==> src/rtl/enemy_missile_ctl.sv <==
// Enemy missile source: owns five missile slots, launches from the shooting enemy
// on a fixed period, moves live missiles down the screen and parks idle slots off-screen.
module enemy_missile_ctl #(
  parameter logic [31:0] FIRE_PERIOD = 32'd40_000_000,
  parameter logic [31:0] MOVE_DIV    = 32'd400_000,
  parameter logic [10:0] SPEED       = 11'd4,
  parameter logic [10:0] X_OFFSET    = 11'd14,
  parameter logic [10:0] Y_OFFSET    = 11'd32,
  parameter logic [10:0] Y_BOTTOM    = 11'd767,
  parameter logic [10:0] PARK        = 11'h7FF
) (
  input  logic        pclk,
  input  logic        rst,
  input  logic [10:0] enemy_x,
  input  logic [10:0] enemy_y,
  input  logic        enemy_alive,
  input  logic        ship_down,
  output logic [10:0] en_x_missile1,
  output logic [10:0] en_x_missile2,
  output logic [10:0] en_x_missile3,
  output logic [10:0] en_x_missile4,
  output logic [10:0] en_x_missile5,
  output logic [10:0] en_y_missile1,
  output logic [10:0] en_y_missile2,
  output logic [10:0] en_y_missile3,
  output logic [10:0] en_y_missile4,
  output logic [10:0] en_y_missile5,
  output logic [4:0]  active,
  output logic        fired
);

  localparam int unsigned NSLOT = 5;
  localparam int unsigned CW    = 11;
  localparam int unsigned TW    = 32;
  localparam logic [CW:0] SAT   = 12'h7FE;

  typedef enum logic {IDLE = 1'b0, FLYING = 1'b1} slot_state_t;

  slot_state_t   state_q [NSLOT];
  slot_state_t   state_d [NSLOT];
  logic [CW-1:0] x_q     [NSLOT];
  logic [CW-1:0] x_d     [NSLOT];
  logic [CW-1:0] y_q     [NSLOT];
  logic [CW-1:0] y_d     [NSLOT];
  logic [CW:0]   step_y  [NSLOT];

  logic [TW-1:0] fire_cnt, fire_cnt_d;
  logic [TW-1:0] move_cnt, move_cnt_d;
  logic          fire_tick, move_tick;
  logic          fired_d, launch_taken;
  logic [CW:0]   launch_x_sum, launch_y_sum;
  logic [CW-1:0] launch_x, launch_y;

  // Period counters; the fire counter is held at zero while the ship is down
  always_comb begin
    fire_tick  = (fire_cnt == FIRE_PERIOD - TW'(1)) && !ship_down;
    move_tick  = (move_cnt == MOVE_DIV - TW'(1));
    fire_cnt_d = fire_cnt + TW'(1);
    move_cnt_d = move_cnt + TW'(1);
    if (ship_down || fire_tick) fire_cnt_d = '0;
    if (move_tick)              move_cnt_d = '0;
  end

  // Launch position, saturated so a live missile never reads as PARK
  always_comb begin
    launch_x_sum = {1'b0, enemy_x} + {1'b0, X_OFFSET};
    launch_y_sum = {1'b0, enemy_y} + {1'b0, Y_OFFSET};
    launch_x     = (launch_x_sum > SAT) ? CW'(SAT) : launch_x_sum[CW-1:0];
    launch_y     = (launch_y_sum > SAT) ? CW'(SAT) : launch_y_sum[CW-1:0];
  end

  always_comb begin
    for (int k = 0; k < NSLOT; k++) step_y[k] = {1'b0, y_q[k]} + {1'b0, SPEED};
  end

  // Slot next-state: ship_down clears, flying slots step, lowest idle slot takes a launch
  always_comb begin
    fired_d      = 1'b0;
    launch_taken = 1'b0;
    for (int k = 0; k < NSLOT; k++) begin
      state_d[k] = state_q[k];
      x_d[k]     = x_q[k];
      y_d[k]     = y_q[k];
    end
    for (int k = 0; k < NSLOT; k++) begin
      if (ship_down) begin
        state_d[k] = IDLE;
        x_d[k]     = PARK;
        y_d[k]     = PARK;
      end else if (state_q[k] == FLYING) begin
        if (move_tick) begin
          if (step_y[k] > {1'b0, Y_BOTTOM}) begin
            state_d[k] = IDLE;
            x_d[k]     = PARK;
            y_d[k]     = PARK;
          end else begin
            y_d[k] = step_y[k][CW-1:0];
          end
        end
      end else if (fire_tick && enemy_alive && !launch_taken) begin
        state_d[k]   = FLYING;
        x_d[k]       = launch_x;
        y_d[k]       = launch_y;
        fired_d      = 1'b1;
        launch_taken = 1'b1;
      end
    end
  end

  always_ff @(posedge pclk) begin
    if (!rst) begin
      fire_cnt <= '0;
      move_cnt <= '0;
      fired    <= 1'b0;
      for (int k = 0; k < NSLOT; k++) begin
        state_q[k] <= IDLE;
        x_q[k]     <= PARK;
        y_q[k]     <= PARK;
      end
    end else begin
      fire_cnt <= fire_cnt_d;
      move_cnt <= move_cnt_d;
      fired    <= fired_d;
      for (int k = 0; k < NSLOT; k++) begin
        state_q[k] <= state_d[k];
        x_q[k]     <= x_d[k];
        y_q[k]     <= y_d[k];
      end
    end
  end

  always_comb begin
    for (int k = 0; k < NSLOT; k++) active[k] = (state_q[k] == FLYING);
  end

  assign en_x_missile1 = x_q[0];
  assign en_x_missile2 = x_q[1];
  assign en_x_missile3 = x_q[2];
  assign en_x_missile4 = x_q[3];
  assign en_x_missile5 = x_q[4];
  assign en_y_missile1 = y_q[0];
  assign en_y_missile2 = y_q[1];
  assign en_y_missile3 = y_q[2];
  assign en_y_missile4 = y_q[3];
  assign en_y_missile5 = y_q[4];

endmodule

==> config.mk <==
export PLATFORM = sky130hd
export DESIGN_NAME = enemy_missile_ctl
export DESIGN_NICKNAME = d
export VERILOG_FILES = /design/src/rtl/enemy_missile_ctl.sv
export SDC_FILE = /design/constraint.sdc
export NUM_CORES = 1
export LEC_CHECK = 0
export BUFFER_PORTS_ARGS = -buffer_cell sky130_fd_sc_hd__buf_2
export CORE_UTILIZATION = 35
export DETAILED_ROUTE_END_ITERATION = 6
export PLACE_DENSITY_LB_ADDON = 0.25
export SLEW_MARGIN = 10
export SYNTH_ARGS = -nofsm -noshare
export SYNTH_HDL_FRONTEND = slang
export SYNTH_SLANG_ARGS = --single-unit
==> constraint.sdc <==
create_clock -name pclk -period 3.05 [get_ports pclk]
set_clock_uncertainty 0.15 [all_clocks]
set_input_delay 0.305 -clock pclk [delete_from_list [all_inputs] [get_ports pclk]]
set_output_delay 0.305 -clock pclk [all_outputs]
set_load 0.005 [all_outputs]
# After elaboration in Yosys (flattened, before gate mapping)
# Memories as Yosys holds them, arrays and structs flattened.
# Index checks and enable logic that the tools add are counted.
# W data, S select, Z words.
# totals
reg_bits	65
latchBits	0
mem_bits_rw	115
romBits	0
input_bits	26
out_inout_bits	116
wordCells	162
memories	3
# mem_list
memory	words	width	read_ports	rd_clocked_by_memory_dff	wr	line_no	source
x_q	5	11	5	0	5	41	logic [CW-1:0] x_q [NSLOT];
y_q	5	11	5	0	5	43	logic [CW-1:0] y_q [NSLOT];
state_q	5	1	5	0	5	39	slot_state_t state_q [NSLOT];
# classes
add_sub_neg	9
multipliers	0
div	0
n_lt_le_gt_ge	7
n_eq_ne	2
n_shift	0
muxes	108
bitwise_logic	16
reduce_logical	14
# ops
operator	n
$mux W11	62
$add A32 B1 Y32 const B	2
$add A11 B3 Y12 const B	5
$gt A12 B10 Y1 const B	5
$mux W1	46
$eq A32 B19 Y1 const B	1
$eq A32 B26 Y1 const B	1
$gt A12 B11 Y1 const B	2
$or A1 B1 Y1	15
$add A11 B4 Y12 const B	1
$add A11 B6 Y12 const B	1
$logic_and A1 B1 Y1	6
$logic_not A1 Y1	5
$reduce_or A2 Y1	2
$logic_or A1 B1 Y1	1
$not A1 Y1	1

# Logic depth before layout (Yosys ltp)
# Gate-level depths: netlist of run 1.
# logic_depth
depth_word	27
depth_mapped	10

# Worst setup path before layout of run 1
# No wires, ideal clock.
# synth_timing
path_kind	register to register
start	memory y_q[3][2] (netlist: y_q[0][35])
end	memory x_q[3][1] (netlist: x_q[0][34])
setup_ns	0.129
arrival_ns	2.232
t_required_ns	2.771
slack_ns	0.538
path_stages_with_launch	9
n_path_buf	2
path_cell_list	dfxtp_1 ha_1 clkbuf_1 nand3_1 o41ai_2 a22oi_1 buf_2 o22ai_1 nand2_1
# synth_lines
item	line_no
start: declaration	43
end: declaration	41

==> impl_metrics.tcl, run 1 <==
set metrics [dict create \
    vdd_ir_max_mv 0.317 \
    rows 58 \
    drt-initial-drc-count 784 \
    worst-setup-path-type "input port to flip-flop" \
    cts-buffers-inserted 17 \
    track_usage_pct 21.4 \
    timing.final.hold_violations 0 \
    achievable-frequency_ghz 0.369 \
    initial_antenna_violation_count 1 \
    numPortBuffers 141 \
    route.detailed.vias_per_inst 5.55 \
    holdBufCountCts 1 \
    initial_utilization_pct 36.1 \
    post_cts_resized 0 \
    ctsLongestPathBuffers 2 \
    synth_sequential_area_ratio_pct 39.2 \
    maxSlewViolCount 0 \
    drt_wl_total_um 29000 \
    dieArea_mm2 0.0269 \
    detail_route.drc_violations 0 \
    synth.avg_cell_area_um2 8.05 \
    rsz0062_at_grt "no" \
    async_flop_share_pct 0 \
    cts_tree "done" \
    reg2reg_slack_ps 350 \
    timing.slew.headroom_pct 28.3 \
    area_growth_syn_to_layout_pct 19.9 \
    drive_above_1_share_pct 18.4 \
    power-per-cell-area_mw_per_mm2 430 \
    cts_post_setup_buffers_inserted 0 \
    syn_inst 1143 \
    tightest_slew_ps 1080 \
    critPathArrivalTime_ps 2870 \
    nNetsFinal 1331 \
    placed_cells_incl_taps 1601 \
    synth_top_flop_cell "dfxtp_1" \
    place.detailed.hpwl_um 20900 \
    io_pins 142 \
    wire_length_of_the_first_global_routing_pass_um 44900 \
    grt_max_degree 41 \
    detail_route.first_pass.iterations 7 \
    required_ps 3210 \
    p_leak_nw 4.30 \
    die_w_um 164 \
    fp.dieH_um 164 \
    period_share_pct 88.7 \
    netlist_area_mm2 0.00920 \
    layoutNonFillerInstCount 1632 \
    final-setup-viol-count 0 \
    antennaDiodeCount 0 \
    route.antenna.remaining_nets 0 \
    post-route-min-period_ps 2710 \
    first_global_vias 8095 \
    worstSkewPairLatency_ps 430 \
    wl_per_cell_um 17.8 \
    fin_total_pwr_mw 4.74 \
    synth.lib_cells_used.distinct 69 \
    cts.sinks 180 \
    ctsHtreeMaxLevel 4 \
    core-area_mm2 0.0255 \
    gp_routability_congestion 0.891 \
    setup.worst_path.start_class "input port" \
    overflow 0 \
    status "finished clean" \
    synthesis.nets 1183 \
    route.vias.total 9056 \
    fin_tns_setup_ps 0 \
    synth_enable_flop_cells 0 \
    root_buffer_master "clkbuf_16" \
    ys.warnings.count 0 \
    clock_input_transition_at_the_sequential_cells_of_the_worst_setup_and_hold_paths_ps 70 \
    hp-class "input port to flip-flop" \
    filler_cell_count 2641 \
    synth-seq-cells 180 \
    endpoint_kind "flip-flop" \
    maxCapViolCount 0 \
    crit_path_max_fanout 5 \
]
[final timing paths]
path,start,endpoint,depth (start not counted)
setup / recovery,enemy_x[1],x_q[0][44],10
hold reg to reg,fire_cnt[0],fire_cnt[0],1
setup reg to reg,fire_cnt[0],y_q[0][37],8
hold / removal,rst,move_cnt[1],2
[per-layer routing]
metal | up-vias | track usage, % | wire [µm]
met3 | 23 | 4.75 | 1810
li1 | 4435 | - | -
met2 | 264 | 33.6 | 13300
met4 | 2 | 5.13 | 322
met5 | - | 0 | 11
met1 | 4332 | 29.5 | 13600
[flip-flops by register name, summed over array words and instances (netlist names)]
register / count
fired: 1
x_q: 55
fire_cnt: 32
state_q: 5
move_cnt: 32
y_q: 55
[report_power, final]
| group | internal (mW) | leakage (nW) | switching, mW | total (mW) |
|---|---|---|---|---|
| Clock | 1.16 | 0.264 | 0.978 | 2.14 |
| Sequential | 2.35 | 1.45 | 0.00387 | 2.36 |
| Combinational | 0.0785 | 2.58 | 0.158 | 0.236 |
| Total | 3.60 | 4.30 | 1.14 | 4.74 |
[layout make-up]
| type | instances | area [µm²] | share of cell area (%) |
|---|---|---|---|
| Clock inverter | 11 | 105 | 0.953 |
| Inverter | 28 | 105 | 0.953 |
| Clock buffer | 19 | 453 | 4.11 |
| Timing Repair Buffer | 193 | 1100 | 9.96 |
| Sequential cell | 180 | 3600 | 32.7 |
| Tap cell | 330 | 413 | 3.75 |
| Multi-Input combinational cell | 871 | 5250 | 47.6 |
[worst max-delay path: stages]
cell,delay [ps]
dlygate4sd3_1,530
buf_2,150
inv_1,70
ha_1,170
nor2b_1,300
nand2b_1,210
xor2_1,150
nor4_1,540
a21o_1,320
a22oi_1,120
[synth_stat cells, types with 3 or more instances]
master,count,area [µm²]
nor4_1,37,231
o32a_1,4,40.0
o31ai_1,7,52.6
buf_2,5,25.0
or3_1,13,81.3
nor3b_1,4,30.0
nor2_1,154,578
o21a_1,3,22.5
clkbuf_1,54,203
inv_1,28,105
xnor2_1,39,342
mux2i_1,8,80.1
nor4b_1,10,87.6
and4_1,14,123
xor2_1,40,350
nor3_1,40,200
a21oi_1,64,320
a211o_1,9,78.8
a21o_1,3,22.5
o22ai_1,6,37.5
buf_1,3,11.3
a22oi_1,9,67.6
nand2_1,83,312
a211oi_1,13,97.6
and2_1,17,106
nand3_1,48,240
ha_1,14,175
a41oi_1,3,26.3
a31oi_1,10,62.6
a2bb2oi_1,10,87.6
o32ai_1,7,61.3
o21ai_0,74,370
dfxtp_1,180,3600
or4_1,4,30.0
nand2b_1,8,50.1
and3_1,25,156
nand4_1,35,219
o211ai_1,9,67.6
nor2b_1,12,75.1
[cells in the final DEF (no fill, tap or decap), types with 11 or more instances in the layout]
cell type    n
clkbuf_16   17
nand2_1     83
a21oi_1     63
and4_1      14
o21ai_0     74
ha_1        14
or3_1       13
nor2b_1     11
and3_1      25
and2_1      17
buf_2      141
nor3_1      40
a211oi_1    13
nor2_1     154
nand4_1     35
dfxtp_1    180
xor2_1      40
inv_1       28
nor4_1      36
nand3_1     48
buf_4       51
xnor2_1     39
[cells by family after synthesis]
group | count (synthesis) | share of synthesized area, %
buffers and inverters | 92 | 3.99
xor gates and xnor gates | 79 | 7.52
adders and majority gates | 14 | 1.90
muxes | 8 | 0.871
DFF | 180 | 39.2
and+or+nand+nor | 516 | 28.7
AOI/OAI and AO/OA | 254 | 17.8
[stage by stage]
stage	utilization [%]	worst slack, ps	hold WS, ps	area, µm²
finish	43.3	344	71.1	11000
global route	43.3	86.3	52.3	11000
CTS	43.3	367	45.3	11000
detailed placement	41.1	419	293	10500
global placement	41.1	471	283	10500
floorplan	-	538	245	9200
Note: power is estimated with default switching activity, not from simulation.
==> run 2, diff against run 1 <==
CTS_BUF_LIST = sky130_fd_sc_hd__clkbuf_2   (was not set)
==> run 2 against run 1 <==
Net effect:
- hold slack worse by 25 ps
- first-iteration DRC count is 6.6% lower
- global-route usage is 0.10 points lower
- clock power is 47% lower
- fmax is 0.27% higher
- cell area is 0.95% lower
- sequential power hardly changed
- worst setup slack better by 7.2 ps
- wire length is 0.44% lower
- critical endpoint is now y_q[0][43]
- critical path depth is 2 lower
- combinational power is 13% higher
==> impl_metrics.tcl, run 2 (same netlist as run 1, synthesis figures left out) <==
set metrics [dict create \
    most_frequent_cells_in_the_layout "180 x dfxtp_1, 154 x nor2_1, 141 x buf_2" \
    cts.sinks 180 \
    cts-buffers-inserted 17 \
    timing.final.hold_violations 0 \
    endpoint_kind "flip-flop" \
    initial_antenna_violation_count 2 \
    area_growth_syn_to_layout_pct 18.7 \
    wl_per_cell_um 17.4 \
    maxSlewViolCount 0 \
    place.detailed.hpwl_um 20900 \
    cts_tree "done" \
    route.detailed.vias_per_inst 5.50 \
    numPortBuffers 141 \
    rows 58 \
    setup.worst_path.start_class "flip-flop" \
    maxCapViolCount 0 \
    grt_max_degree 41 \
    worstSkewPairLatency_ps 760 \
    gp_routability_congestion 0.891 \
    registers_with_the_most_flip_flops "x_q: 55 flops, y_q: 55 flops" \
    fin_total_pwr_mw 3.77 \
    status "finished clean" \
    ctsHtreeMaxLevel 4 \
    hp-class "input port to flip-flop" \
    first_global_vias 8230 \
    worst-setup-path-type "flip-flop to flip-flop" \
    ctsLongestPathBuffers 2 \
    nNetsFinal 1356 \
    crit_path_max_fanout 12 \
    hold-worst-slack_ps 46.3 \
    r2r_cells 8 \
    post-route-min-period_ps 2700 \
    fp.dieH_um 164 \
    root_buffer_master "clkbuf_2" \
    dieArea_mm2 0.0269 \
    detailedPlace.worstSlack_ps 419 \
    initial_utilization_pct 36.1 \
    route.vias.total 9132 \
    final-setup-viol-count 0 \
    core-area_mm2 0.0255 \
    detail_route.drc_violations 0 \
    track_usage_pct 21.3 \
    overflow 0 \
    wire_length_of_the_first_global_routing_pass_um 44800 \
    rsz0062_at_grt "no" \
    period_share_pct 88.5 \
    vdd_ir_max_mv 0.231 \
    achievable-frequency_ghz 0.370 \
    power-per-cell-area_mw_per_mm2 345 \
    drive_above_1_share_pct 17.9 \
    drt-initial-drc-count 732 \
    p_leak_nw 4.25 \
    postLayoutSetupSlackWorst_ps 351 \
    fin_tns_setup_ps 0 \
    tightest_slew_ps 1080 \
    timing.slew.headroom_pct 27.7 \
    io_pins 142 \
    die_w_um 164 \
    critPathArrivalTime_ps 3250 \
    mostFrequentLayoutCell "dfxtp_1" \
    clock_input_transition_at_the_sequential_cells_of_the_worst_setup_and_hold_paths_ps 250 \
    filler_cell_count 2672 \
    min_path_cells 4 \
    required_ps 3600 \
    drt_wl_total_um 28900 \
    route.antenna.remaining_nets 0 \
    detail_route.first_pass.iterations 7 \
]
[run 2: repair_timing]
item | 4_1_cts | 5_1_grt
hold buffers | 25 | 1
hold endpoints to repair | 119 | 1
gates resized for setup | 0 | 0
setup buffers | 0 | 0
[run 2: layer usage]
layer / track usage [%] / routed length (µm)
met1: 29.3 / 13500
met2: 33.4 / 13000
met3: 4.67 / 1840
met4: 5.47 / 547
met5: 0 / 0
[run 2: per-stage QoR]
step,area (µm²),util (%),cells
floorplan,9200,-,1143
global placement,10500,41.1,1601
detailed placement,10500,41.1,1601
CTS,10900,42.8,1656
global route,10900,42.9,1659
finish,10900,42.9,1659
[run 2: final cells by class]
cell class / instances / area [µm²] / area share, %
Timing Repair Buffer: 218 / 1350 / 12.4
Inverter: 28 / 105 / 0.963
Clock inverter: 13 / 113 / 1.03
Multi-Input combinational cell: 871 / 5250 / 48.0
Sequential cell: 180 / 3600 / 33.0
Antenna cell: 2 / 5.00 / 0.0458
Clock buffer: 17 / 85.1 / 0.779
Tap cell: 330 / 413 / 3.78
[run 2: power breakdown]
part           internal, mW  switching [mW]
Sequential             2.36         0.00389
Combinational         0.103           0.163
Clock                 0.282           0.853
Total                  2.75            1.02
[run 2: worst paths after layout]
check | slack (ps) | endpoint | startpoint
worst max-delay path | 350 | y_q[0][43] | fire_cnt[0]
worst min-delay path | 50 | y_q[0][28] | enemy_y[6]
worst max register to register | 350 | y_q[0][43] | fire_cnt[0]
worst min register to register | 320 | fire_cnt[0] | fire_cnt[0]
[run 2: critical path: stages (launching register included)]
cell     delay, ps
dfxtp_1        380
ha_1           210
and2_1         170
and4_1         260
and4_1         200
a21oi_1        780
buf_4          310
a21oi_1         50
o21ai_0        150
